===== src/rtl/pulse_arbiter.sv =====
// Round-robin arbiter that turns latched single-cycle events from NREQ sources
// into stretched pulses of programmable width and gap, tagged with the source index.
module pulse_arbiter #(
  parameter int NREQ = 4,
  parameter int IDW  = 2,
  parameter int CBW  = 2,
  parameter int GBW  = 2
) (
  input  logic            CLK,
  input  logic            RST,
  input  logic [NREQ-1:0] REQ,
  input  logic [CBW-1:0]  CYCLE,
  input  logic [GBW-1:0]  GAP,
  input  logic            CLR_OVF,
  output logic            DOUT,
  output logic [IDW-1:0]  DOUT_ID,
  output logic            BUSY,
  output logic [NREQ-1:0] PEND,
  output logic [NREQ-1:0] OVF
);

  typedef enum logic [1:0] {
    ST_IDLE  = 2'd0,
    ST_PULSE = 2'd1,
    ST_GAP   = 2'd2
  } state_t;

  state_t          state;
  logic [IDW-1:0]  last;
  logic [CBW-1:0]  cnt;
  logic [GBW-1:0]  gcnt;
  logic [IDW-1:0]  pick;
  logic            found;
  logic [NREQ-1:0] grant;

  // Scan starting just after the last winner so every source gets a turn.
  always_comb begin
    pick  = '0;
    found = 1'b0;
    for (int off = 1; off <= NREQ; off++) begin
      if (!found && PEND[(int'(last) + off) % NREQ]) begin
        found = 1'b1;
        pick  = IDW'((int'(last) + off) % NREQ);
      end
    end
  end

  always_comb begin
    grant = '0;
    if (state == ST_IDLE && found) begin
      grant[pick] = 1'b1;
    end
  end

  // A request arriving on its own grant edge re-arms PEND without counting as lost.
  always_ff @(posedge CLK or posedge RST) begin
    if (RST) begin
      PEND <= '0;
      OVF  <= '0;
    end else begin
      PEND <= (PEND & ~grant) | REQ;
      OVF  <= (REQ & PEND & ~grant) | (CLR_OVF ? '0 : OVF);
    end
  end

  always_ff @(posedge CLK or posedge RST) begin
    if (RST) begin
      state   <= ST_IDLE;
      DOUT    <= 1'b0;
      DOUT_ID <= '0;
      BUSY    <= 1'b0;
      last    <= IDW'(NREQ - 1);
      cnt     <= '0;
      gcnt    <= '0;
    end else begin
      case (state)
        ST_IDLE: begin
          if (found) begin
            state   <= ST_PULSE;
            DOUT    <= 1'b1;
            DOUT_ID <= pick;
            BUSY    <= 1'b1;
            last    <= pick;
            cnt     <= CYCLE;
            gcnt    <= GAP;
          end
        end
        ST_PULSE: begin
          if (cnt != '0) begin
            cnt <= cnt - 1'b1;
          end else begin
            DOUT <= 1'b0;
            if (gcnt != '0) begin
              state <= ST_GAP;
            end else begin
              state <= ST_IDLE;
              BUSY  <= 1'b0;
            end
          end
        end
        ST_GAP: begin
          gcnt <= gcnt - 1'b1;
          if (gcnt == GBW'(1)) begin
            state <= ST_IDLE;
            BUSY  <= 1'b0;
          end
        end
        default: begin
          state <= ST_IDLE;
          DOUT  <= 1'b0;
          BUSY  <= 1'b0;
        end
      endcase
    end
  end

endmodule


===== config.mk =====
export PLATFORM = sky130hd
export DESIGN_NAME = pulse_arbiter
export DESIGN_NICKNAME = d
export VERILOG_FILES = /design/src/rtl/pulse_arbiter.sv
export SDC_FILE = /design/constraint.sdc
export NUM_CORES = 1
export LEC_CHECK = 0
export ABC_AREA = 0
export BUFFER_PORTS_ARGS = -buffer_cell sky130_fd_sc_hd__buf_4
export CAP_MARGIN = 5
export CORE_AREA = 2 2 55 57
export DETAILED_ROUTE_END_ITERATION = 16
export DIE_AREA = 0 0 57 59
export PLACE_DENSITY = 0.68
export SYNTH_ARGS = -nofsm -noshare
export SYNTH_HDL_FRONTEND = slang
export SYNTH_SLANG_ARGS = --single-unit

===== constraint.sdc =====
create_clock -name CLK -period 2 [get_ports CLK]
set_input_delay 0.4 -clock CLK [delete_from_list [all_inputs] [get_ports CLK]]
set_output_delay 0.4 -clock CLK [all_outputs]
set_load 0.02 [all_outputs]

-- After elaboration in Yosys (flattened, before gate mapping)
Index checks and enable logic that the tools add are counted.
- mux-type cells: 41
- $add $sub $neg: 6
- equality and inequality tests: 8
- magnitude comparators: 6
- bitwise logic cells: 11
- reduce and logical (&&, ||, !) cells: 23
- operators by type and width (operator ; count):
    two-way mux 2 bit ; 11
    two-way mux 1 bit ; 18
    less-than comparator 3 x 4 -> 1 bit (second input constant) ; 4
    AND 4 bit ; 3
    inequality test 2 bit (second input constant) ; 5
    AND reduction 3 bit ; 3
    binary-select mux 1 bit (select 2 bit) ; 4
    two-way mux 4 bit ; 2
    bitwise OR 4 bit ; 2
    case mux 2 bit (2 select lines) ; 2
    nonzero test 2 bit ; 4
    OR reduction 2 bit ; 4
    case mux 1 bit (3 select lines) ; 2
    case mux 2 bit (3 select lines) ; 1
    logical AND 1 bit ; 5
    adder 2 x 1 -> 2 bit (second input constant) ; 2
    adder 2 bit (second input constant) ; 2
    AND 1 bit (first input constant) ; 4
    equality test 2 x 1 -> 1 bit (second input constant) ; 2
    NOT 4 bit ; 1
    AND reduction 2 bit ; 2
    AND reduction 4 bit ; 1
    subtractor 2 x 1 -> 2 bit (second input constant) ; 2
    zero test 1 bit ; 3
    6 further kinds ; 6
- output and inout port bits: 12
- flip-flop bits (word level): 20
- logic and storage cells: 104

-- Logic depth before layout (Yosys ltp)
Gate-level depths: netlist (run 1).
- word-level depth: 24
- gate-level depth with buffers: 5

-- Least setup slack after synthesis (run 1)
Ideal clock, no wire load.
- path kind: register to register
- from: register PEND[3]
- to: register OVF[0]
- stages on the path, launching flop included: 5
- arrival: 1536 ps
- setup time: 121 ps
- path slack: 343 ps
- path buffers: 0
- cells stage by stage: dfrtp_1 and3b_1 o32ai_4 nand4_2 a32o_2
- cells in the longest elaborated chain, start to end: 21
- elaborated cells on any way between the ends: 36
- RTL lines (element ; RTL line ; text):
    start, declared ; 18 ; output logic [NREQ-1:0] PEND,
    start signal, assigned ; 61 ; PEND <= (PEND & ~grant) | REQ;
    binary-select mux 1 bit (select 2 bit) ; 41 ; if (!found && PEND[(int'(last) + off) % NREQ]) begin
    two-way mux 1 bit (not written as such) (2 in series) ; 41 ;
    two-way mux 1 bit ; 41 ;
    zero test 1 bit ; 41 ;
    logical AND 1 bit ; 41 ;
    two-way mux 1 bit ; 41 ;
    zero test 1 bit ; 41 ;
    logical AND 1 bit ; 41 ;
    [4 not listed] ; - ;
    less-than comparator 2 x 3 -> 1 bit (not written as such) or >= comparator 2 x 1 -> 1 bit (tied branches) ; 51 ; grant[pick] = 1'b1;
    logical AND 1 bit (not written as such) ; 51 ;
    two-way mux 1 bit (not written as such) ; 51 ;
    demux 1 bit (select 2 bit) ; 51 ;
    two-way mux 4 bit (*) ; 50 ; if (state == ST_IDLE && found) begin
    NOT 4 bit (*) ; 62 ; OVF <= (REQ & PEND & ~grant) | (CLR_OVF ? '0 : OVF);
    AND 4 bit (*) ; 62 ;
    bitwise OR 4 bit (*) ; 62 ;
    end signal, assigned ; 62 ;
    end, declared ; 19 ; output logic [NREQ-1:0] OVF
Mark *: on every way between the ends. The rest lies on a longest branch, timed or not. The select of a mux whose other input is x is not followed.
A chain may end at the register's enable or synchronous reset.

-- Final worst setup path (run 1)
- from: register PEND[0]
- to: register cnt[0]
- cells in the longest elaborated chain, start to end: 15
- elaborated cells on any way between the ends: 24
- RTL lines (element ; RTL line ; text):
    binary-select mux 1 bit (select 2 bit) ; 41 ;
    two-way mux 1 bit (not written as such) (2 in series) ; 41 ;
    two-way mux 1 bit ; 41 ;
    zero test 1 bit ; 41 ;
    logical AND 1 bit ; 41 ;
    two-way mux 1 bit ; 41 ;
    zero test 1 bit ; 41 ;
    logical AND 1 bit ; 41 ;
    two-way mux 1 bit ; 41 ;
    zero test 1 bit ; 41 ;
    logical AND 1 bit ; 41 ;
    two-way mux 1 bit (*) ; 41 ;
    inequality test 2 bit (no line) (*) ; - ;
    AND reduction 3 bit (no line) (*) ; - ;
    end signal, assigned ; 90 ; cnt <= cnt - 1'b1;
    end, declared ; 30 ; logic [CBW-1:0] cnt;
Marks and branches as above.

==> results of run 1 <==
## per-layer routing
metal  up-vias  routed length, um  share of wire  global-route usage
li1        436                  -              -                   -
met1       411               1070           0.46               0.188
met2        18               1150           0.49               0.250
met3         2                106          0.045              0.0284
met4         0                  7         0.0030              0.0498
met5         -                  0              0                   0
## per-stage QoR
| stage | setup WS (ps) | power, mW |
|---|---|---|
| 2_1_floorplan | 343 | 1.69 |
| 3_3_place_gp | 297 | 2.07 |
| 3_5_place_dp | 223 | 2.10 |
| 4_1_cts | 216 | 2.36 |
| 5_1_grt | 77.5 | 2.51 |
| 6_report | 235 | 2.34 |
## state kept, by name, summed over array words and instances (netlist names)
register,cells
state,2
cnt,2
DOUT_ID,2
BUSY,1
DOUT,1
PEND,4
gcnt,2
OVF,4
last,2
## tightest hold or removal path, cell delays in order
cell,delay (ps)
buf_4,110
inv_1,40
buf_4,260
## synthesized netlist by cell type, drive strengths merged (2+ instances only)
cell type and count:
a21oi 11, nor2 9, dfstp 2, nor3 5
o21ai 4, nand2 7, nor4 2, nand2b 2
a21o 3, mux2i 2, buf 2, o22a 2
ha 3, inv 10, dfrtp 18, clkbuf 2
o32ai 2
## power breakdown
part	internal, mW	leakage, nW	switching (mW)	total, mW
Clock	0.111	0.0210	0.122	0.233
Sequential	0.615	0.217	0.199	0.813
Combinational	0.585	0.363	0.706	1.29
Total	1.31	0.601	1.03	2.34
## logic make-up after synthesis
logic type,after synthesis,synth area share
AO/OA/AOI/OAI,32,0.235
adder cells (fa/ha/maj),3,0.0356
buffers and inverters,14,0.0546
flip-flops,20,0.477
multiplexers,2,0.0190
AND/OR/NAND/NOR,34,0.179
## placed cells by master, fill, tap and decap left out, types with 2 or more instances in the layout
cell type and count:
clkbuf_4 3, buf_4 27, o22a_1 2, a21oi_1 11, nand2b_1 2, dfrtp_1 18
inv_1 10, a21o_2 2, ha_1 3, nor3_1 4, mux2i_1 2, nor2_1 9
nand2_1 7, o21ai_0 3, dfstp_2 2
## path summary, 6_finish.rpt
check | start | slack (ps) | end
hold reg to reg | gcnt[1] | 500 | gcnt[1]
setup / recovery | PEND[0] | 240 | cnt[0]
setup reg to reg | PEND[0] | 240 | cnt[0]
min in group CLK | REQ[0] | 290 | PEND[0]
max in group asynchronous | RST | 1610 | last[1]
hold / removal | RST | 110 | DOUT_ID[0]
## area by class of cell
| class | instances | area [um^2] |
|---|---|---|
| Fill cell | 263 | 1400 |
| Sequential cell | 20 | 503 |
| Multi-Input combinational cell | 71 | 494 |
| Timing Repair Buffer | 27 | 203 |
| Tap cell | 31 | 38.8 |
| Inverter | 10 | 37.5 |
| Clock buffer | 4 | 36.3 |
==> flow_summary.json, run 1 <==
{
  "fin_util": 0.484,
  "routabilityCongestion": 0.777,
  "setup_viol": 0,
  "synth_top_area_cell": "dfrtp_1",
  "cts_tree": "built",
  "crit_chain": "nor4_2, or3_1, o21ai_2, a221o_1",
  "synth.cell_area_mm2": 0.00105,
  "critPathTopFamily": "simple AND/OR/NAND/NOR gates",
  "ys_ff_latch": 20,
  "ys.flop_type": "dfrtp_1",
  "grt_pass1_wl_um": 3840,
  "crit_buf_inv": 0,
  "end_kind": "flop",
  "worstSetupPathType": "reg2reg",
  "area_growth_pct": 24.4,
  "final_cell_area_mm2": 0.00131,
  "clock-root-buffer": "clkbuf_4",
  "dieArea_mm2": 0.00336,
  "hp-class": "in2async",
  "placedInstanceArea_mm2": 0.00128,
  "relSlewSlack": 0.661,
  "yosysSeqAreaShare": 0.477,
  "drive_above_1_share": 0.318,
  "avgViaCountPerCell": 5.32,
  "peakVddDrop_mv": 0.935,
  "setup_tns_ps": 0,
  "cts_made_buffers": 3,
  "fin_skew_ps": 1.80,
  "cp.required_ps": 2190,
  "synth_top_area_share": 0.427,
  "cts_buffer_depth": 2,
  "ys_types": 42,
  "crit_cells": 4,
  "worst_pin_slew_ps": 505,
  "placed_cells": 159,
  "port_buffers": 22,
  "antenna_found_initial": 0,
  "hold_buffers": 0,
  "die_w_um": 57,
  "fmax_ghz": 0.567,
  "core_mm2": 0.00271,
  "wl_per_cell_um": 14.3,
  "synth_edf_count": 0,
  "crit_arrival_ps": 1960,
  "routed_wl_um": 2340,
  "rsz0062_at_grt": "false",
  "cts_setup_buffers": 0,
  "status": "finished, final reports clean",
  "ctsResizeCount": 0,
  "maxSlewViolCount": 0,
  "cp_slowest_cell": "dfrtp_1",
  "grt_max_degree": 21,
  "hpwlAfterDp_um": 1730,
  "htreeDepth": 1,
  "maxCapViolations": 0,
  "syn_inst": 105,
  "worst_setup_path_start_kind": "flop",
  "clock_latency_ps": 300,
  "gr-usage-all-layers": 0.146,
  "p_per_area_mw_per_mm2": 1780,
  "drt_iter0_drc": 16,
  "whs_ps": 113,
  "post-route-min-period_ps": 1760,
  "crit_fanout": 9,
  "drt_pass1_iterations": 4,
  "r2r_cells": 4,
  "grt_pass1_vias": 862,
  "ant_nets": 0,
  "syn_area_per_cell_um2": 10.0,
  "synthesis.nets": 119,
  "start_util": 0.389,
  "finalCritPeriodShare": 0.882,
  "synth_warnings": 0,
  "gr-total-overflow": 0,
  "async_flop_share": 1.00,
  "instances_no_fill": 163,
  "cpPeakStageDelay_ps": 490,
  "die_h_um": 59,
  "path_clk_slew_ps": 110,
  "netlist_top_cells_area": "dfrtp_1 (43%), a21oi_1 (5.2%), dfstp_2 (5.0%)",
  "drc": 0,
  "hold_violations": 0,
  "core.rowCount": 19,
  "power.leakage_nw": 0.601,
  "routed-via-count": 867,
  "ios": 23,
  "clkSinkCount": 20,
  "diodes": 0,
  "final_nets": 147
}
(Power assumes the default switching activity.)
==> run 2, diff against run 1 <==
--- a/config.mk
+++ b/config.mk
@@ -12,6 +12,7 @@
 export DETAILED_ROUTE_END_ITERATION = 16
 export DIE_AREA = 0 0 57 59
 export PLACE_DENSITY = 0.68
+export SETUP_SLACK_MARGIN = 0.4
 export SYNTH_ARGS = -nofsm -noshare
 export SYNTH_HDL_FRONTEND = slang
 export SYNTH_SLANG_ARGS = --single-unit
==> run 2 against run 1 <==
Against the previous run:
- sequential share of layout area fell by 1.7 points
- worst setup slack improved by 140 ps
- global-route usage rose by 0.30 points
- first-iteration DRC count fell by 13%
- clock skew barely moved
- worst hold slack got worse by 14 ps
- die area did not move
- largest power group unchanged
==> flow_summary.json, run 2 (synthesized netlist as in run 1, its figures left out) <==
{
  "worst_setup_path_start_kind": "flop",
  "cpPeakStageDelay_ps": 610,
  "crit_chain": "and2b_1, o32ai_4, nand4_2, a32o_2",
  "final_nets": 154,
  "start_util": 0.389,
  "grt_pass1_wl_um": 3940,
  "placed_cells": 157,
  "fin_util": 0.513,
  "cts_buffer_depth": 2,
  "rsz0062_at_grt": "true",
  "clockPowerShare": 0.095,
  "gr-total-overflow": 0,
  "grt_pass1_vias": 853,
  "cp.required_ps": 2200,
  "drt_iter0_drc": 14,
  "layout_common_cells": "buf_4 (34), dfrtp_1 (13), a21oi_1 (11)",
  "p_int_mw": 1.42,
  "maxCapViolations": 0,
  "setup_viol": 0,
  "relSlewSlack": 0.688,
  "whs_ps": 98.4,
  "grt_max_degree": 14,
  "reg.largest.list": "OVF: 4 flops, PEND: 4 flops",
  "avgViaCountPerCell": 5.29,
  "setup_tns_ps": 0,
  "path_clk_slew_ps": 110,
  "clock_latency_ps": 300,
  "fin_skew_ps": 1.85,
  "worstSetupPathType": "reg2reg",
  "drt_pass1_iterations": 4,
  "instances_no_fill": 170,
  "crit_buf_inv": 0,
  "routabilityCongestion": 0.750,
  "hold_violations": 0,
  "die_w_um": 57,
  "hp-class": "in2async",
  "routed_wl_um": 2380,
  "peakVddDrop_mv": 0.905,
  "clkSinkCount": 20,
  "power.switching_mw": 1.07,
  "drc": 0,
  "status": "finished, final reports clean",
  "ant_nets": 0,
  "end_kind": "flop",
  "power.leakage_nw": 0.647,
  "drive_above_1_share": 0.410,
  "p_per_area_mw_per_mm2": 1790,
  "gr-usage-all-layers": 0.149,
  "worst_pin_slew_ps": 467,
  "ios": 23,
  "r2r-start": "last[1]",
  "dieArea_mm2": 0.00336,
  "startpoint": "last[1]",
  "power.total_mw": 2.49,
  "swShare": 0.428,
  "critPathTopFamily": "flip-flops",
  "post-route-min-period_ps": 1630,
  "cts_made_buffers": 3,
  "clock-root-buffer": "clkbuf_4",
  "maxSlewViolCount": 0,
  "cts_tree": "built",
  "port_buffers": 22,
  "finalCritPeriodShare": 0.813,
  "final_common_cell": "buf_4",
  "area_growth_pct": 31.9,
  "cp_slowest_cell": "dfstp_2",
  "routed-via-count": 899,
  "p_comb_frac": 0.555,
  "wl_per_cell_um": 14.0,
  "hpwlAfterDp_um": 1730,
  "htreeDepth": 1,
  "die_h_um": 59,
  "core.rowCount": 19,
  "fmax_ghz": 0.615,
  "diodes": 0,
  "hold_buffers": 0,
  "crit_arrival_ps": 1830,
  "core_mm2": 0.00271,
  "p_seq_frac": 0.349,
  "crit_fanout": 6,
  "antenna_found_initial": 0
}
run 2: changes by cell type in the layout (fill, tap and decap cells not counted):
cell     delta
buf_4       +7
nor4_2      -1
dfrtp_2     +5
dfrtp_1     -5
and2_1      -1
a22oi_2     +1
nor4_4      +1
a22oi_1     -1
and2_2      +1
or3_1       -1
or3_4       +1
run 2: power by group through the flow:
stage	Clock, mW	Combinational [mW]	Sequential [mW]
floorplan	0	0.761	0.930
global placement	0	1.18	0.856
detailed placement	0	1.20	0.877
CTS	0.247	1.27	0.881
global route	0.265	1.51	0.908
finish	0.238	1.38	0.870
run 2: repair_timing:
action	CTS	global route
pin swaps	1	2
setup endpoints to repair	9	15
buffers inserted	2	7
gates resized for setup	3	5
endpoints found under the hold margin	0	0
run 2: stage by stage:
step / area (um^2) / setup WS (ps)
after floorplan: 1060 / 350
after global placement: 1260 / 291
after detailed placement: 1260 / 221
after CTS: 1330 / 353
after global routing: 1390 / 281
final: 1390 / 373
run 2: final timing paths:
kind / end / slack (ps) / cells after the start
setup / recovery: OVF[0] / 370 / 4
hold / removal: gcnt[1] / 100 / 2
setup reg to reg: OVF[0] / 370 / 4
hold reg to reg: DOUT / 500 / 2
max in group asynchronous: last[0] / 1320 / 3
min in group CLK: PEND[0] / 290 / 2
run 2: cell type report:
type | count | area, um^2
sequential | 20 | 509
tap | 31 | 38.8
timing repair buffer | 34 | 255
fill | 259 | 1320
inverter | 10 | 37.5
clock buffer | 4 | 36.3
multi-input combinational | 71 | 514
run 2: per-layer routing:
metal / vias to the layer above / global-route usage / wire [um]
met2: 18 / 0.258 / 1210
met4: 0 / 0.0498 / 14
li1: 443 / - / -
met1: 436 / 0.195 / 1050
met3: 2 / 0.0197 / 101
met5: - / 0 / 0
